--- src/rtl/log_arbiter.sv ---
// log_arbiter: round-robin arbiter that funnels level-tagged event records from
// NB_REQ requesters into one log sink through a single-entry output buffer.
// Records whose level is below cfg_min_level are accepted but discarded and
// counted in drop_count.
//
// Ports:
//   aclk, aresetn        clock, synchronous active-low reset
//   cfg_min_level[2:0]   minimum forwarded level (0 forwards everything)
//   req_valid/req_ready  per-requester handshake; req_ready is one-hot or zero
//   req_level, req_event packed per-requester record fields
//   log_valid/log_ready  output handshake
//   log_id/level/event   buffered record, log_time = timestamp at acceptance
//   drop_count[15:0]     saturating count of filtered records
module log_arbiter #(
  parameter int unsigned  NB_REQ = 4,
  parameter int unsigned  EVT_W  = 8,
  parameter int unsigned  TS_W   = 16,
  localparam int unsigned ID_W   = $clog2(NB_REQ)
) (
  input  logic                    aclk,
  input  logic                    aresetn,
  input  logic [2:0]              cfg_min_level,
  input  logic [NB_REQ-1:0]       req_valid,
  output logic [NB_REQ-1:0]       req_ready,
  input  logic [NB_REQ*3-1:0]     req_level,
  input  logic [NB_REQ*EVT_W-1:0] req_event,
  output logic                    log_valid,
  input  logic                    log_ready,
  output logic [ID_W-1:0]         log_id,
  output logic [2:0]              log_level,
  output logic [EVT_W-1:0]        log_event,
  output logic [TS_W-1:0]         log_time,
  output logic [15:0]             drop_count
);

  typedef enum logic {ST_EMPTY, ST_HOLD} state_t;

  state_t            state_q, state_d;
  logic [ID_W-1:0]   ptr_q, ptr_d;
  logic [ID_W-1:0]   id_q, id_d;
  logic [2:0]        level_q, level_d;
  logic [EVT_W-1:0]  event_q, event_d;
  logic [TS_W-1:0]   time_q, time_d;
  logic [TS_W-1:0]   ts_q, ts_d;
  logic [15:0]       drop_q, drop_d;

  logic              window;
  logic              gnt_vld;
  logic [ID_W-1:0]   gnt_idx;
  logic [2:0]        gnt_level;
  logic [EVT_W-1:0]  gnt_event;

  // Rotating priority done as two ascending passes: first indices at or above
  // ptr, then the wrapped-around ones below it. Equivalent to a search from
  // ptr upward modulo NB_REQ, without variable-index selects.
  always_comb begin
    window  = aresetn && ((state_q == ST_EMPTY) || log_ready);
    gnt_vld = 1'b0;
    gnt_idx = '0;
    if (window) begin
      for (int unsigned k = 0; k < NB_REQ; k++) begin
        if (!gnt_vld && req_valid[k] && (32'(ptr_q) <= k)) begin
          gnt_vld = 1'b1;
          gnt_idx = ID_W'(k);
        end
      end
      for (int unsigned k = 0; k < NB_REQ; k++) begin
        if (!gnt_vld && req_valid[k] && (32'(ptr_q) > k)) begin
          gnt_vld = 1'b1;
          gnt_idx = ID_W'(k);
        end
      end
    end
  end

  always_comb begin
    gnt_level = '0;
    gnt_event = '0;
    for (int unsigned k = 0; k < NB_REQ; k++) begin
      if (gnt_idx == ID_W'(k)) begin
        gnt_level = req_level[k*3 +: 3];
        gnt_event = req_event[k*EVT_W +: EVT_W];
      end
    end
  end

  always_comb begin
    state_d   = state_q;
    ptr_d     = ptr_q;
    id_d      = id_q;
    level_d   = level_q;
    event_d   = event_q;
    time_d    = time_q;
    drop_d    = drop_q;
    ts_d      = ts_q + 1'b1;
    req_ready = '0;
    if (gnt_vld) begin
      req_ready = NB_REQ'(1) << gnt_idx;
      ptr_d     = (gnt_idx == ID_W'(NB_REQ - 1)) ? '0 : gnt_idx + 1'b1;
      if (gnt_level >= cfg_min_level) begin
        state_d = ST_HOLD;
        id_d    = gnt_idx;
        level_d = gnt_level;
        event_d = gnt_event;
        time_d  = ts_q;
      end else begin
        // A grant only happens with the buffer empty or draining, so a drop
        // always leaves it empty.
        state_d = ST_EMPTY;
        drop_d  = (drop_q == 16'hFFFF) ? drop_q : drop_q + 16'd1;
      end
    end else if ((state_q == ST_HOLD) && log_ready) begin
      state_d = ST_EMPTY;
    end
  end

  always_ff @(posedge aclk) begin
    if (!aresetn) begin
      state_q <= ST_EMPTY;
      ptr_q   <= '0;
      id_q    <= '0;
      level_q <= '0;
      event_q <= '0;
      time_q  <= '0;
      ts_q    <= '0;
      drop_q  <= '0;
    end else begin
      state_q <= state_d;
      ptr_q   <= ptr_d;
      id_q    <= id_d;
      level_q <= level_d;
      event_q <= event_d;
      time_q  <= time_d;
      ts_q    <= ts_d;
      drop_q  <= drop_d;
    end
  end

  assign log_valid  = (state_q == ST_HOLD);
  assign log_id     = id_q;
  assign log_level  = level_q;
  assign log_event  = event_q;
  assign log_time   = time_q;
  assign drop_count = drop_q;

endmodule
--- config.mk ---
export PLATFORM = sky130hd
export DESIGN_NAME = log_arbiter
export DESIGN_NICKNAME = d
export VERILOG_FILES = /design/src/rtl/log_arbiter.sv
export SDC_FILE = /design/constraint.sdc
export NUM_CORES = 1
export LEC_CHECK = 0
export BUFFER_PORTS_ARGS = -buffer_cell sky130_fd_sc_hd__buf_2
export CORE_MARGIN = 3
export CORE_UTILIZATION = 46
export CTS_CLUSTER_SIZE = 12
export DETAILED_ROUTE_END_ITERATION = 7
export PLACE_DENSITY = 0.87
export SETUP_SLACK_MARGIN = 0.5
export SLEW_MARGIN = 20
export SYNTH_ARGS = -nofsm -noshare
export SYNTH_HDL_FRONTEND = slang
export SYNTH_SLANG_ARGS = --single-unit
--- constraint.sdc ---
create_clock -name aclk -period 3.4 [get_ports aclk]
set_clock_uncertainty 0.1 [all_clocks]
set_input_delay 0.17 -clock aclk [delete_from_list [all_inputs] [get_ports aclk]]
set_output_delay 0.17 -clock aclk [all_outputs]
set_load 0.005 [all_outputs]
# ---- Word level (Yosys, flattened, before mapping)
# Index checks and enable logic that the tools add are counted.
# Widths: inputs -> output; s select.
dict set report word_totals {
  wordCells 85
  regBits 64
  output_inout_bits 50
  in_bits 54
}
dict set report classes {
  eq_ne 4
  n_mux 34
  n_lt_le_gt_ge 7
  reduce_logical 25
  addsub 3
  bitwise_logic 3
  n_shift 1
}
# operator count
set op_table {}
lappend op_table {{$add 16x1->16 const B} 2}
lappend op_table {{$mux 8} 4}
lappend op_table {{$mux 1} 18}
lappend op_table {{$eq 16x16->1 const B} 1}
lappend op_table {{$logic_and 1x1->1} 14}
lappend op_table {{$mux 2} 7}
lappend op_table {{$mux 3} 4}
lappend op_table {{$logic_not 1->1} 6}
lappend op_table {{$eq 2x2->1 const B} 2}
lappend op_table {{$gt 2x1->1 const B} 2}
lappend op_table {{$le 2x1->1 const B} 2}
lappend op_table {{$mux 4} 1}
lappend op_table {{$shl 1x2->4 const A} 1}
lappend op_table {{$ge 3x3->1} 1}
lappend op_table {{$not 1->1} 3}
lappend op_table {{$reduce_and 3->1} 1}
lappend op_table {{$add 2x1->2 const B} 1}
lappend op_table {{$eq 2x1->1 const B} 1}
lappend op_table {{$gt 2x2->1 const B} 1}
lappend op_table {{$le 2x2->1 const B} 1}
lappend op_table {{$logic_not 2->1} 1}
lappend op_table {{$reduce_and 2->1} 1}
lappend op_table {{$reduce_bool 2->1} 1}
lappend op_table {{$logic_or 1x1->1} 1}

# ---- Depth between registers and ports, before layout
# Gate-level depths: netlist of run 1.
dict set report logic_depth {
  word_depth 41
  mapped_depth 18
  mapped_depth_nobuf 15
}

# ---- Worst setup path before layout of run 1
# OpenSTA, ideal clock, no wires.
dict set report synth_timing {
  path_type {register to register}
  start {register ptr_q[1]}
  end {register drop_q[12] (netlist: drop_count[12])}
  t_arrival_ns 3.552
  slack_ns -0.323
  stages_incl_launch_ff 17
  cell_sequence {dfxtp_1 -> mux2i_1 -> nor2_1 -> nor3_1 -> inv_1 -> ha_1 -> clkbuf_1 -> a21oi_1 -> o21ai_0 -> a22oi_1 -> ha_1 -> nor2b_1 -> o21ai_1 -> or3_1 -> buf_2 -> or4_1 -> a21oi_1}
}
dict set report synth_between {
  elab_chain_cells 41
  elab_cells_between_ends 56
  classes_between {order compare: 7; eq/ne: 3; mux: 25; bitwise: 1; reduce/logical: 20}
}
# element line
set synth_lines {}
lappend synth_lines {{start, declared} 39} ;# logic [ID_W-1:0] ptr_q, ptr_d;
lappend synth_lines {{start signal, assigned} 129} ;# ptr_q <= ptr_d;
lappend synth_lines {{$le 2x1->1} 62} ;# if (!gnt_vld && req_valid[k] && (32'(ptr_q) <= k)) begin
lappend synth_lines {{$logic_and 1x1->1} 62}
lappend synth_lines {{$mux 1} 62}
lappend synth_lines {{$mux 1} 60} ;# if (window) begin
lappend synth_lines {{$logic_not 1->1} 62}
lappend synth_lines {{$logic_and 1x1->1 (2 in a row)} 62}
lappend synth_lines {{$mux 1} 62}
lappend synth_lines {{$mux 1} 60}
lappend synth_lines {{[... 23 more ...]} -}
lappend synth_lines {{$mux 2 *} 60}
lappend synth_lines {{named net gnt_idx[0]} 49} ;# logic [ID_W-1:0] gnt_idx;
lappend synth_lines {{$logic_not 2->1} 80} ;# if (gnt_idx == ID_W'(k)) begin
lappend synth_lines {{$mux 3 (3 in a row)} 80}
lappend synth_lines {{$mux 3 *} 80}
lappend synth_lines {{$ge 3x3->1 *} 100} ;# if (gnt_level >= cfg_min_level) begin
lappend synth_lines {{$not 1->1 (no source line) *} -}
lappend synth_lines {{$reduce_and 3->1 (no source line) *} -}
lappend synth_lines {{end signal, assigned} 135} ;# drop_q <= drop_d;
lappend synth_lines {{end, declared} 45} ;# logic [15:0] drop_q, drop_d;
# Mark *: on every way through the listed nets, which the timed path passes. The rest lies on a longest branch. The select of a mux whose other input is x is not followed.
# A chain may end at the register's enable or synchronous reset.

# ---- Final worst setup path of run 1
dict set report layout_timing {
  start {register state_q (netlist: log_valid)}
  end {register drop_q[12] (netlist: drop_count[12])}
}
dict set report layout_between {
  elab_chain_cells 12
  elab_cells_between_ends 16
  classes_between {order compare: 1; eq/ne: 3; mux: 6; bitwise: 2; reduce/logical: 4}
}
# element line
set layout_lines {}
lappend layout_lines {{start, declared} 38} ;# state_t state_q, state_d;
lappend layout_lines {{start signal, assigned} 128} ;# state_q <= state_d;
lappend layout_lines {{$not 1->1 *} 57} ;# window = aresetn && ((state_q == ST_EMPTY) || log_ready);
lappend layout_lines {{$logic_or 1x1->1 *} 57}
lappend layout_lines {{$logic_and 1x1->1 *} 57}
lappend layout_lines {{$mux 2 *} 60}
lappend layout_lines {{named net gnt_idx[0]} 49}
lappend layout_lines {{$logic_not 2->1} 80}
lappend layout_lines {{$mux 3 (3 in a row)} 80}
lappend layout_lines {{$mux 3 *} 80}
lappend layout_lines {{$ge 3x3->1 *} 100}
lappend layout_lines {{$not 1->1 (no source line) *} -}
lappend layout_lines {{$reduce_and 3->1 (no source line) *} -}
# Mark *: on every way through the listed nets, which the timed path passes. The rest lies on a longest branch.

==> results.toml, run 1 <==
[synth]
ys.flop_type = "dfxtp_1"
syn_inst = 407
synth_nets = 470
postSynthAreaPerCell_um2 = 7.82
ys.warnings.count = 0
synth_cell_type_count = 46
async_reset_ff_frac = 0
synth-seq-cells = 64
synth_area_um2 = 3180
synth_edf_count = 0
seq_area_frac_synth = 0.403

[placed_design]
place_congestion = 0.943
hpwl_mm = 5.99
placed_area_um2 = 3840
dp.cells = 578
portBuffers = 103

[finish]
drive_gt1_frac = 0.362
nets = 589
n_antenna_cell = 0
final_cells = 608
final_area_um2 = 4510
final_cell_mix = "103 x buf_2, 67 x nand2_1, 62 x dfxtp_1"
layout_commonest_cell = "buf_2"
n_fill_cell = 475
syn_to_final_growth_pct = 41.6

[detailed_routing]
antenna_left = 0
vias_per_cell = 5.53
drc = 0
via_count = 3362
drt_iter0_markers = 184
dr.pass1.iters = 5
drt_wl_total_mm = 9.73
wl_per_cell_um = 16.0

[clock_tree]
numClockSinks = 64
clockBufferDepth = 2
h-tree-depth = 3
insertion_delay_ps = 340
numCtsBuffers = 9
root_buffer = "clkbuf_8"
clkTransAtPathRegs_ps = 80
cts_tree = "done"

[worst_setup_path]
criticalPathCategory = "reg -> reg"
crit_chain = "or2b_4, o211ai_1, nor3_2, buf_4, ha_4, a21oi_2, o21ai_1, a22oi_2, ha_1, nor2b_1, o21ai_2, or3_4, or4_4, a21oi_1"
r2r_cells = 14
reg2reg_slack_ps = 190
path_delay_family = "simple AND/OR/NAND/NOR gates"
critPathLaunchType = "flip-flop"
slowest_stage = "or4_4"
r2r-end = "drop_count[12]$_SDFFE_PN0P_"
crit_arrival_ps = 3360
end_kind = "flip-flop"
cp.required_ps = 3550
reg2reg_from = "log_valid$_SDFFE_PN0P_"
crit_buf_inv = 1
path_max_fanout = 8
worst_path_largest_cell_delay_ps = 480

[floorplanning]
design.core.area_um2 = 6530
pin_count = 104
rows = 29
initial_utilization = 0.487
die_h_um = 89.2
die_w_um = 89.2
dieArea_um2 = 7950

[sta]
fin_crit_sh = 0.945
report.final.slew_viol_count = 0
setup_viol = 0
fin_setup_tns_ps = 0
finalHoldViolations = 0
rsz0062_at_grt = "yes"
worstMarginPinSlew_ps = 1080
maxSlewHeadroom = 0.272
fin_crit_ps = 3210
fmax_mhz = 311

[global_route]
grt_max_degree = 31
grt_pass1_wl_mm = 13.8
track_usage = 0.219
antenna_found_initial = 0
grt_pass1_vias = 3053
grt_overflow = 0

[power_and_ir_drop]
p_leak_nw = 1.96
powerDensity_nw_per_um2 = 481
irDropWorstVdd_mv = 0.237

[worst_hold_path]
hold-path-endpoint = "log_event[7]$_SDFFE_PN0P_"
whs_path_depth = 3
hp-class = "in -> reg"
holdCritStartpoint = "req_event[31]"

[status]
status = "finished, final reports clean"

[run]
maxCapViolCount = 0
power breakdown:
part / total, mW / leakage, nW / internal, mW / switching [mW]
combinational: 0.595 / 1.33 / 0.288 / 0.307
sequential: 0.828 / 0.520 / 0.793 / 0.0348
clock: 0.743 / 0.107 / 0.420 / 0.323
total: 2.17 / 1.96 / 1.50 / 0.665
how the worst max path moves through the flow:
stage | start | end | slack [ps] | depth (start not counted)
2_1_floorplan | log_valid$_SDFFE_PN0P_ | drop_count[12]$_SDFFE_PN0P_ | 20 | 16
3_3_place_gp | ptr_q[1]$_SDFFE_PN0P_ | drop_count[12]$_SDFFE_PN0P_ | 210 | 14
3_5_place_dp | ptr_q[1]$_SDFFE_PN0P_ | drop_count[14]$_SDFFE_PN0P_ | -20 | 15
4_1_cts | log_valid$_SDFFE_PN0P_ | drop_count[12]$_SDFFE_PN0P_ | 200 | 14
5_1_grt | ptr_q[1]$_SDFFE_PN0P_ | drop_count[12]$_SDFFE_PN0P_ | 30 | 14
6_report | log_valid$_SDFFE_PN0P_ | drop_count[12]$_SDFFE_PN0P_ | 190 | 14
area by class of cell:
type | instances | area, um2 | share of cell area
Multi-Input combinational cell | 298 | 1960 | 0.434
Sequential cell | 64 | 1290 | 0.285
Timing Repair Buffer | 131 | 858 | 0.190
Tap cell | 77 | 96.3 | 0.0214
Clock inverter | 7 | 101 | 0.0225
Inverter | 22 | 82.6 | 0.0183
Clock buffer | 9 | 124 | 0.0275
Yosys cell counts, types with 2 or more instances:
master	instances	share of area
a2111oi_0	2	0.0055
a211oi_1	4	0.0094
a21oi_1	55	0.087
a22o_1	2	0.0055
and2_1	9	0.018
and3_1	6	0.012
and4_1	4	0.011
buf_2	6	0.0094
buf_6	2	0.0071
clkbuf_1	14	0.017
dfxtp_1	64	0.40
ha_1	9	0.035
inv_1	22	0.026
mux2i_1	7	0.022
nand2_1	70	0.083
nand2b_1	3	0.0059
nand3_1	11	0.017
nand4_1	7	0.014
nor2_1	28	0.033
nor3_1	3	0.0047
nor4_1	4	0.0079
o21ai_0	33	0.052
or3_1	2	0.0039
xnor2_1	8	0.022
xor2_1	11	0.030
through the flow:
stage / total power [mW] / setup WS (ps) / hold slack [ps] / util
3_3_place_gp: 1.22 / 205 / 339 / 0.587
3_5_place_dp: 1.23 / -19.8 / 343 / 0.587
6_report: 2.17 / 188 / 25.6 / 0.690
4_1_cts: 2.01 / 204 / 11.3 / 0.650
5_1_grt: 2.26 / 29.3 / 19.3 / 0.690
2_1_floorplan: 1.08 / 22.6 / 248 / -
metal layers:
metal,vias to the layer above,GRT usage,part of all wire
met5,-,0,0
li1,1643,-,-
met3,22,0.0415,0.064
met4,0,0.0961,0.022
met1,1546,0.271,0.42
met2,151,0.368,0.49
state kept, by name (all words and copies together) (netlist names):
register    flops
ts_q           16
log_valid       1
log_id          2
log_event       8
log_time       16
ptr_q           2
drop_count     16
log_level       3
tightest hold or removal path: cells and delay by family:
kind / cells / cell delay [ps]
AO/OA/AOI/OAI: 2 / 170
buffers and inverters: 1 / 80
timing repair:
action,in CTS,in global routing
gates resized for setup,32,28
hold buffers,0,0
setup buffers,2,6
gates cloned,0,6
setup endpoints to repair,45,46
pin swaps,12,11
cells by family (layout without fill, tap and decap cells):
family,Yosys count,in the layout,share of synthesized area
AO/OA/AOI/OAI,104,104,0.180
flip-flops,64,64,0.403
multiplexers,7,7,0.0220
XOR/XNOR,19,19,0.0523
AND/OR/NAND/NOR,159,159,0.246
buffers and inverters,45,169,0.0617
adder cells (fa/ha/maj),9,9,0.0354
Note: power is estimated with default switching activity, not from simulation.
==> run 2, diff against run 1 <==
ABC_AREA = 1   (was unset)
CORE_UTILIZATION = 47   (was 46)
MAX_ROUTING_LAYER = met4   (was unset)
PLACE_DENSITY = 0.88   (was 0.87)
clock period = 2.7 ns   (was 3.4 ns; I/O delays follow)
==> run 2 against run 1 <==
Net effect:
- the run now ends with negative setup slack left
- utilization up 1.4 points
- non-clock buffer count grew 13
- first-iteration DRC count fell by 11%
- sequential cell count unchanged
- sequential power up 26%
- cell area increased by 9.6%
- global-route usage up 2.9 points
- via count is 18% higher
- critical path type unchanged
==> results.toml, run 2 <==
[floorplanning]
pin_count = 104
die_h_um = 92.3
initial_utilization = 0.499
rows = 30
die_w_um = 92.3
dieArea_um2 = 8520
design.core.area_um2 = 7020

[sta]
whs_ps = 33.4
fin_crit_ps = 2990
fin_crit_sh = 1.11
report.final.slew_viol_count = 0
finalHoldViolations = 0
setup_viol = 46
maxSlewHeadroom = 0.623
worstMarginPinSlew_ps = 562
fmax_mhz = 334
fin_setup_tns_ps = -11480
rsz0062_at_grt = "yes"
setup_slack_ps = -291

[detailed_routing]
drc = 0
via_count = 3954
antenna_left = 0
drt_wl_total_mm = 10.6
wl_per_cell_um = 14.3
drt_iter0_markers = 164
vias_per_cell = 5.36
dr.pass1.iters = 5

[synth]
async_reset_ff_frac = 0
ys.flop_type = "dfxtp_1"
synth-seq-cells = 64
synth_edf_count = 0
ys_top_cells_by_area = "dfxtp_1 37%, nand2_1 17%, a21oi_1 7.3%, o21ai_0 4.3%, nor2_1 3.8%"
synth_nets = 564
synth_top_area_frac = 0.366
syn_inst = 501
postSynthAreaPerCell_um2 = 6.99
synth_area_um2 = 3500
seq_area_frac_synth = 0.366
ys.warnings.count = 0
synthMostInstantiatedCell = "nand2_1"
synth_cell_type_count = 33
synthTopCellsByCount = "158 x nand2_1, 64 x dfxtp_1, 51 x a21oi_1, 35 x nor2_1, 33 x inv_1"
synth.largest_area_cell = "dfxtp_1"

[clock_tree]
numClockSinks = 64
cts_tree = "done"
clockBufferDepth = 2
insertion_delay_ps = 350
h-tree-depth = 3
numCtsBuffers = 9
root_buffer = "clkbuf_8"
clkTransAtPathRegs_ps = 80

[finish]
syn_to_final_growth_pct = 41.1
nets = 700
final_cell_mix = "138 x nand2_1, 103 x buf_2, 62 x dfxtp_1"
n_antenna_cell = 0
n_fill_cell = 531
final_cells = 738
layout_commonest_cell = "nand2_1"
drive_gt1_frac = 0.400
multi_input_area_um2 = 2250
regArea_um2 = 1290

[global_route]
antenna_found_initial = 0
grt_pass1_wl_mm = 16.8
grt_max_degree = 31
grt_pass1_vias = 3771
grt_overflow = 0
track_usage = 0.247

[placed_design]
place_congestion = 0.994
dp.cells = 713
hpwl_mm = 7.03
portBuffers = 103

[power_and_ir_drop]
p_total_mw = 2.85
irDropWorstVdd_mv = 0.367
p_leak_nw = 2.14
powerDensity_nw_per_um2 = 577

[worst_setup_path]
path_delay_family = "simple AND/OR/NAND/NOR gates"
end_kind = "flip-flop"
worst_path_largest_cell_delay_ps = 360
crit_buf_inv = 4
path_max_fanout = 8
slowest_stage = "dfxtp_2"
r2r_cells = 18
path_depth = 18
critPathLaunchType = "flip-flop"
cp.required_ps = 2870
crit_chain = "nand2_2, a21oi_4, nand4_1, a21oi_4, buf_4, ha_4, inv_2, o21ai_1, a31o_2, nand2_2, ha_4, nand3b_1, nand3_4, nand3_4, inv_8, buf_6, nand2_1, a21oi_2"
crit_arrival_ps = 3160
criticalPathCategory = "reg -> reg"

[worst_hold_path]
hp-class = "in -> reg"
whs_path_depth = 4

[status]
violations = "negative setup slack"
status = "finished with violations"

[run]
maxCapViolCount = 0
run 2: cell count changes in the layout (fill, tap and decap cells not counted), sizes merged, moves of 5 or more:
cell and delta:
a21oi +9, and2 -10, and3 -7, and4 -5, buf +17, inv +12, mux2i -7, nand2 +103
nand4 +6, nor2 +15, nor3 +5
run 2: per-stage QoR:
stage / instance area [um2] / util / worst slack [ps]
finish: 4940 / 0.704 / -291
global route: 4940 / 0.704 / -469
CTS: 4720 / 0.672 / -272
detailed placement: 4350 / 0.620 / -366
global placement: 4350 / 0.620 / -200
floorplan: 3590 / - / -230
run 2: path summary, 6_finish.rpt:
check	startpoint	endpoint	slack [ps]
setup reg to reg	ptr_q[0]$_SDFFE_PN0P_	log_event[5]$_SDFFE_PN0P_	-290
hold reg to reg	log_event[1]$_SDFFE_PN0P_	log_event[1]$_SDFFE_PN0P_	370
setup / recovery	ptr_q[0]$_SDFFE_PN0P_	log_event[5]$_SDFFE_PN0P_	-290
hold / removal	log_ready	log_valid$_SDFFE_PN0P_	30
run 2: area by class of cell:
type                    instances  share of cell area
well taps                      96              0.0243
clock buffers                   9              0.0251
inverters                      36              0.0299
repair buffers                144               0.185
multi-input cells             382               0.455
clock inverters                 7              0.0210
flip-flops and latches         64               0.260
run 2: timing repair:
item                       CTS  global route
pin swaps                    7             9
cloned                       1             0
resized for setup           21            51
setup endpoints to repair   50            50
hold buffers                 0             0
buffers inserted             4             4
run 2: where the power goes:
part	switching, mW	total, mW	internal [mW]
logic	0.474	0.866	0.392
clock network	0.419	0.950	0.530
registers	0.0412	1.04	0.994
total	0.935	2.85	1.92
run 2: kinds of logic (layout without fill, tap and decap cells):
kind of cell / after synthesis / in the layout / share of synthesized area
AOI/OAI and AO/OA: 98 / 98 / 0.162
xor gates and xnor gates: 13 / 13 / 0.0325
adders and majority gates: 9 / 9 / 0.0322
buffers and inverters: 55 / 196 / 0.0715
DFF: 64 / 64 / 0.366
and+or+nand+nor: 262 / 262 / 0.336
run 2: layer usage:
layer,up-vias,track usage,share of wire,wire (um)
li1,1917,-,-,-
met1,1847,0.279,0.41,4280
met2,163,0.427,0.51,5400
met3,27,0.0471,0.062,656
met4,0,0.109,0.022,235
met5,-,-,0,0
run 2: worst min-delay path, stage by stage:
cell	delay, ps
buf_2	70
inv_1	40
nand2_1	100
a21oi_1	80
